===== config.mk =====
export PLATFORM = sky130hd
export DESIGN_NAME = manchester_tx_serializer
export DESIGN_NICKNAME = d
export VERILOG_FILES = /design/src/rtl/manchester_pkg.sv /design/src/rtl/manchester_tx_serializer_tick.sv /design/src/rtl/manchester_tx_serializer.sv
export SDC_FILE = /design/constraint.sdc
export NUM_CORES = 1
export LEC_CHECK = 0
export BUFFER_PORTS_ARGS = -buffer_cell sky130_fd_sc_hd__buf_2
export CAP_MARGIN = 15
export CORE_ASPECT_RATIO = 0.9
export CORE_MARGIN = 8
export CORE_UTILIZATION = 45
export DETAILED_ROUTE_END_ITERATION = 12
export PLACE_DENSITY_LB_ADDON = 0.3
export SLEW_MARGIN = 5
export SYNTH_ARGS = -nofsm -noshare
export SYNTH_HDL_FRONTEND = slang
export SYNTH_SLANG_ARGS = --single-unit

===== constraint.sdc =====
create_clock -name clk -period 4.9 [get_ports clk]
set_clock_uncertainty 0.2 [all_clocks]
set_input_delay 0.98 -clock clk [delete_from_list [all_inputs] [get_ports clk]]
set_output_delay 0.98 -clock clk [all_outputs]
set_load 0.03 [all_outputs]

===== src/rtl/manchester_pkg.sv =====
// Shared types and constants for the Manchester transmit serializer.
// Line coding follows IEEE 802.3: a '1' is low-then-high, a '0' is high-then-low.
package manchester_pkg;

  typedef enum logic [1:0] {
    StIdle,
    StPreamble,
    StData,
    StStop
  } tx_state_e;

  localparam logic MANCH_ONE_FIRST_HALF  = 1'b0;
  localparam logic MANCH_ZERO_FIRST_HALF = 1'b1;

  function automatic int unsigned max_u(input int unsigned a, input int unsigned b);
    return (a > b) ? a : b;
  endfunction

endpackage


===== src/rtl/manchester_tx_serializer_tick.sv =====
// Half-bit timebase: tick is high on the last cycle of every HALF_BIT_DIV-cycle half-bit.
// clr holds the count at zero so the first half-bit after a restart is full length.
module halfbit_tick_gen #(
  parameter int unsigned HALF_BIT_DIV = 4
) (
  input  logic clk,
  input  logic rst,
  input  logic clr,
  output logic tick
);

  localparam int unsigned CntW = $clog2(HALF_BIT_DIV) + 1;
  localparam logic [CntW-1:0] CntMax = CntW'(HALF_BIT_DIV - 1);

  logic [CntW-1:0] cnt_q, cnt_d;

  always_comb begin
    cnt_d = cnt_q;
    if (clr || (cnt_q == CntMax)) begin
      cnt_d = '0;
    end else begin
      cnt_d = cnt_q + 1'b1;
    end
  end

  always_ff @(posedge clk) begin
    if (rst) begin
      cnt_q <= '0;
    end else begin
      cnt_q <= cnt_d;
    end
  end

  assign tick = (cnt_q == CntMax);

endmodule


===== src/rtl/manchester_tx_serializer.sv =====
// Frames each accepted word as preamble, MSB-first data, even parity and a stop marker,
// and drives it Manchester-coded on tx_out.
module manchester_tx_serializer
  import manchester_pkg::*;
#(
  parameter int unsigned DATA_W       = 8,
  parameter int unsigned HALF_BIT_DIV = 4,
  parameter int unsigned PREAMBLE_LEN = 8
) (
  input  logic              clk,
  input  logic              rst,
  input  logic [DATA_W-1:0] in_data,
  input  logic              in_valid,
  output logic              in_ready,
  output logic              tx_out,
  output logic              tx_en,
  output logic              busy,
  output logic              frame_done
);

  localparam int unsigned BitCntW = $clog2(max_u(PREAMBLE_LEN, DATA_W + 1));
  localparam logic [BitCntW-1:0] PreLast  = BitCntW'(PREAMBLE_LEN - 1);
  localparam logic [BitCntW-1:0] DataLast = BitCntW'(DATA_W);

  tx_state_e           state_q, state_d;
  logic                phase_q, phase_d;
  logic [BitCntW-1:0]  bit_cnt_q, bit_cnt_d;
  logic [DATA_W-1:0]   shift_q, shift_d;
  logic                parity_q, parity_d;
  logic                tx_out_q, tx_out_d;
  logic                tx_en_q, tx_en_d;
  logic                line_bit;
  logic                tick;

  // Idle holds the timebase cleared, so accept always starts a fresh half-bit.
  halfbit_tick_gen #(
    .HALF_BIT_DIV(HALF_BIT_DIV)
  ) u_tick (
    .clk (clk),
    .rst (rst),
    .clr (state_q == StIdle),
    .tick(tick)
  );

  always_ff @(posedge clk) begin
    if (rst) begin
      state_q   <= StIdle;
      phase_q   <= 1'b0;
      bit_cnt_q <= '0;
      shift_q   <= '0;
      parity_q  <= 1'b0;
      tx_out_q  <= 1'b0;
      tx_en_q   <= 1'b0;
    end else begin
      state_q   <= state_d;
      phase_q   <= phase_d;
      bit_cnt_q <= bit_cnt_d;
      shift_q   <= shift_d;
      parity_q  <= parity_d;
      tx_out_q  <= tx_out_d;
      tx_en_q   <= tx_en_d;
    end
  end

  // phase_q: 0 = first half of the current bit, 1 = second half.
  always_comb begin
    state_d   = state_q;
    phase_d   = phase_q;
    bit_cnt_d = bit_cnt_q;
    shift_d   = shift_q;
    parity_d  = parity_q;
    unique case (state_q)
      StIdle: begin
        if (in_valid) begin
          state_d   = StPreamble;
          phase_d   = 1'b0;
          bit_cnt_d = '0;
          shift_d   = in_data;
          parity_d  = ^in_data;
        end
      end
      StPreamble: begin
        if (tick) begin
          phase_d = ~phase_q;
          if (phase_q) begin
            if (bit_cnt_q == PreLast) begin
              state_d   = StData;
              bit_cnt_d = '0;
            end else begin
              bit_cnt_d = bit_cnt_q + 1'b1;
            end
          end
        end
      end
      StData: begin
        if (tick) begin
          phase_d = ~phase_q;
          if (phase_q) begin
            if (bit_cnt_q == DataLast) begin
              state_d   = StStop;
              bit_cnt_d = '0;
            end else begin
              bit_cnt_d = bit_cnt_q + 1'b1;
              shift_d   = shift_q << 1;
            end
          end
        end
      end
      StStop: begin
        if (tick) begin
          phase_d = ~phase_q;
          if (phase_q) begin
            state_d = StIdle;
          end
        end
      end
      default: state_d = StIdle;
    endcase
  end

  // Line level is computed from next-state values so tx_out leaves a flop.
  always_comb begin
    line_bit = 1'b0;
    case (state_d)
      StPreamble: line_bit = ~bit_cnt_d[0];
      StData:     line_bit = (bit_cnt_d == DataLast) ? parity_d : shift_d[DATA_W-1];
      default:    line_bit = 1'b0;
    endcase
    tx_en_d  = (state_d != StIdle);
    tx_out_d = 1'b0;
    if ((state_d == StPreamble) || (state_d == StData)) begin
      if (phase_d) begin
        tx_out_d = line_bit;
      end else begin
        tx_out_d = line_bit ? MANCH_ONE_FIRST_HALF : MANCH_ZERO_FIRST_HALF;
      end
    end
  end

  assign tx_out     = tx_out_q;
  assign tx_en      = tx_en_q;
  assign in_ready   = (state_q == StIdle);
  assign busy       = (state_q != StIdle);
  // Decoded purely from flops: last half-bit of the stop marker.
  assign frame_done = (state_q == StStop) && phase_q && tick;

endmodule


==> flow_metrics.py <==
metrics = {
    "run_status": {
        "status": "finished clean",
    },
    "grt": {
        "grt_pass1_wl_um": 4220,
        "grt_pass1_vias": 1021,
        "antenna_found_initial": 0,
        "overflow": 0,
        "grt.total_usage_pct": 10.9,
        "grt_max_degree": 22,
    },
    "setup_path": {
        "r2r_start": "u_tick.cnt_q[0]$_SDFF_PP0_",
        "reg2reg_depth": 11,
        "arrival_ns": 3.08,
        "worst-setup-path-type": "reg2reg",
        "path_buf_inv": 0,
        "path_max_fanout": 12,
        "crit_required_ns": 4.94,
        "r2r_slack_ns": 1.87,
        "max_stage_delay_ns": 0.50,
        "cp-end-kind": "register",
        "r2r-end": "tx_out$_SDFF_PP0_",
        "cp_slowest_cell": "a221oi_1",
        "crit_top_cell": "ha_1",
        "start_kind": "register",
        "crit_start": "u_tick.cnt_q[0]$_SDFF_PP0_",
        "cp_cell_sequence": "ha_1 -> ha_1 -> nand2_2 -> nor2_1 -> a221oi_1 -> ha_1 -> o21ai_0 -> a221oi_1 -> a21boi_1 -> nand3b_1 -> mux2i_1",
        "critPathTopFamily": "compound AO/OA/AOI/OAI gates",
    },
    "yosys": {
        "ys_seq_area_share_pct": 33.8,
        "syn_area_um2": 1240,
        "ys_seq_elements": 21,
        "syn_area_per_cell_um2": 8.52,
        "netlist_instances": 146,
        "synth_nets": 164,
        "synth.area.top_cells": "dfxtp_1 34%, ha_1 7.0%, a21oi_1 5.2%",
        "yosys.area.top_type": "dfxtp_1",
        "synth.distinct_cells": 41,
        "ys.warnings.count": 0,
        "synth.top_cell.area_share_pct": 33.8,
    },
    "routing": {
        "wl_met1_um": 1210,
        "dr.max_layer_used": "met4",
        "drt_first_iter_violations": 82,
        "ant_nets": 0,
        "dr_total_vias": 1061,
        "drc": 0,
        "drt_first_pass_iters": 4,
        "vias_per_cell": 5.64,
        "wl_per_cell_um": 13.3,
        "drt-total-wl_um": 2500,
        "routed-wl-met2_um": 1120,
        "wl_met3_um": 118,
    },
    "hold_path": {
        "hold_path_class": "reg2reg",
        "worstHoldEndpoint": "u_tick.cnt_q[0]$_SDFF_PP0_",
        "min_from": "u_tick.cnt_q[0]$_SDFF_PP0_",
        "hold_path_depth": 1,
    },
    "clock_network": {
        "tritoncts": "done",
        "clockBufferDepth": 2,
        "cts_setup_buffers": 0,
        "path_clk_slew_ns": 0.12,
        "cts_resized": 0,
        "cts_hold_buf": 0,
        "cts_root_buf": "clkbuf_4",
        "numClockSinks": 21,
        "clk_latency_ns": 0.31,
        "numCtsBuffers": 3,
        "htree_levels": 1,
    },
    "die": {
        "rows": 18,
        "initial_core_util_pct": 46.4,
        "die_x_um": 71.4,
        "die-area_um2": 4700,
        "die_h_um": 65.9,
        "coreArea_um2": 2680,
        "num_io_pins": 16,
    },
    "power_and_ir_drop": {
        "ir_worst_vdd_v": 0.000132,
        "p_sw_share_pct": 29.1,
        "power.share.clock_pct": 25.3,
        "power_frac_seq_pct": 55.6,
        "leakage_nw": 0.515,
        "power.internal_mw": 0.234,
        "powerDensity_nw_per_um2": 247,
        "p_sw_mw": 0.0960,
        "combPwrFrac_pct": 19.1,
    },
    "layout": {
        "drive_gt1_share_pct": 16.5,
        "final_area_um2": 1340,
        "final_nets": 177,
        "areaGrowthSynthToFinish_pct": 7.65,
        "diodes": 0,
    },
    "timing": {
        "worst_pin_slew_ns": 0.538,
        "hold_violations": 0,
        "rsz0062_at_grt": "no",
        "slew_headroom_pct": 64.1,
        "finalSetupViolations": 0,
        "slew_violations": 0,
        "fin_crit_ns": 3.03,
        "fin_tns_setup_ns": 0,
        "max_freq_mhz": 330,
        "timing.final.crit_share_pct": 61.9,
    },
    "placed_design": {
        "place_area_um2": 1310,
        "port_buffers": 15,
        "place_congestion": 0.822,
        "dp_hpwl_um": 1930,
    },
    "run": {
        "cap_violations": 0,
    },
}
-- power groups by stage --
stage	combinational, mW	sequential (mW)	clock [mW]
3_3_place_gp	0.0624	0.187	0
4_1_cts	0.0641	0.184	0.0854
6_report	0.0630	0.184	0.0835
2_1_floorplan	0.0476	0.188	0
3_5_place_dp	0.0639	0.188	0
5_1_grt	0.0702	0.185	0.0932
-- cell usage after synthesis --
master / number
a31oi_1: 1
nor2_1: 11
and4b_1: 1
nand3_1: 3
inv_1: 10
a21boi_1: 1
nor3_1: 1
o21ai_2: 1
nand2_1: 13
dfxtp_1: 21
nor4_1: 2
a211oi_1: 1
a2111oi_0: 1
o32ai_1: 1
a22o_1: 1
a22oi_1: 7
nor3b_1: 1
nor4b_1: 1
buf_2: 3
a221oi_2: 1
or3_1: 1
buf_6: 2
a211o_1: 1
nand2_2: 1
a2bb2oi_1: 1
nor2b_1: 3
xnor2_1: 7
a21oi_1: 13
nor3b_4: 1
nand2b_1: 3
nor2_4: 2
or2_1: 1
clkbuf_1: 2
o21bai_1: 1
inv_2: 1
mux2i_1: 4
ha_1: 7
a32oi_1: 1
nand3b_1: 3
o21ai_0: 6
a221oi_1: 3
-- worst max-delay path by stage --
stage	endpoint	depth (start not counted)
floorplan	tx_out$_SDFF_PP0_	12
global placement	tx_out$_SDFF_PP0_	10
detailed placement	tx_out$_SDFF_PP0_	10
CTS	tx_out$_SDFF_PP0_	11
global route	tx_out$_SDFF_PP0_	11
finish	tx_out$_SDFF_PP0_	11
-- layout by cell type (no fill, tap or decap), types with 6 or more instances in the layout --
cell | synthesis | routed
ha_1 | 7 | 7
inv_1 | 10 | 10
dfxtp_1 | 21 | 21
xnor2_1 | 7 | 7
nor2_1 | 11 | 11
a21oi_1 | 13 | 13
a22oi_1 | 7 | 7
buf_2 | 3 | 15
nand2_1 | 13 | 13
o21ai_0 | 6 | 6
-- flip-flops by register name, summed over array words and instances, names as in the netlist --
register and count:
parity_q 1, u_tick.cnt_q 3, phase_q 1, state_q 2, shift_q 8, bit_cnt_q 4, tx_en 1, tx_out 1
-- per-layer routing --
metal  global-route usage (%)  vias to the layer above
li1                         -                      543
met1                     12.9                      482
met2                     18.3                       30
met3                     1.82                        6
met4                     6.48                        0
met5                        0                        -
-- per-stage QoR --
stage          instances  hold WS [ns]  util, %  setup slack [ns]  power, mW
6_report             188         0.236     50.0              1.87      0.330
3_3_place_gp         184         0.214     48.9              1.88      0.250
2_1_floorplan        146         0.207        -              2.14      0.236
3_5_place_dp         184         0.221     48.9              1.77      0.252
4_1_cts              188         0.239     50.0              1.86      0.333
5_1_grt              188         0.254     50.0              1.57      0.348
-- worst reg2reg max path, cell delays in order (launching register included) --
cell	delay, ns
dfxtp_1	0.33
ha_1	0.19
ha_1	0.27
nand2_2	0.25
nor2_1	0.11
a221oi_1	0.50
ha_1	0.27
o21ai_0	0.08
a221oi_1	0.28
a21boi_1	0.19
nand3b_1	0.13
mux2i_1	0.17
-- kinds of logic after synthesis --
family,Yosys count,share of synthesized area (%)
buf+inv,18,6.94
compound gates,41,22.4
mux,4,3.22
fa+ha+maj,7,7.04
xor+xnor,7,4.93
simple gates,48,21.6
flops,21,33.8
-- final cells by class --
class | count | area [um^2]
Tap cell | 30 | 37.5
Clock buffer | 3 | 22.5
Multi-Input combinational cell | 107 | 737
Sequential cell | 21 | 420
Clock inverter | 1 | 5.00
Inverter | 11 | 41.3
Fill cell | 270 | 1340
Timing Repair Buffer | 15 | 75.1
(Power assumes the default switching activity.)
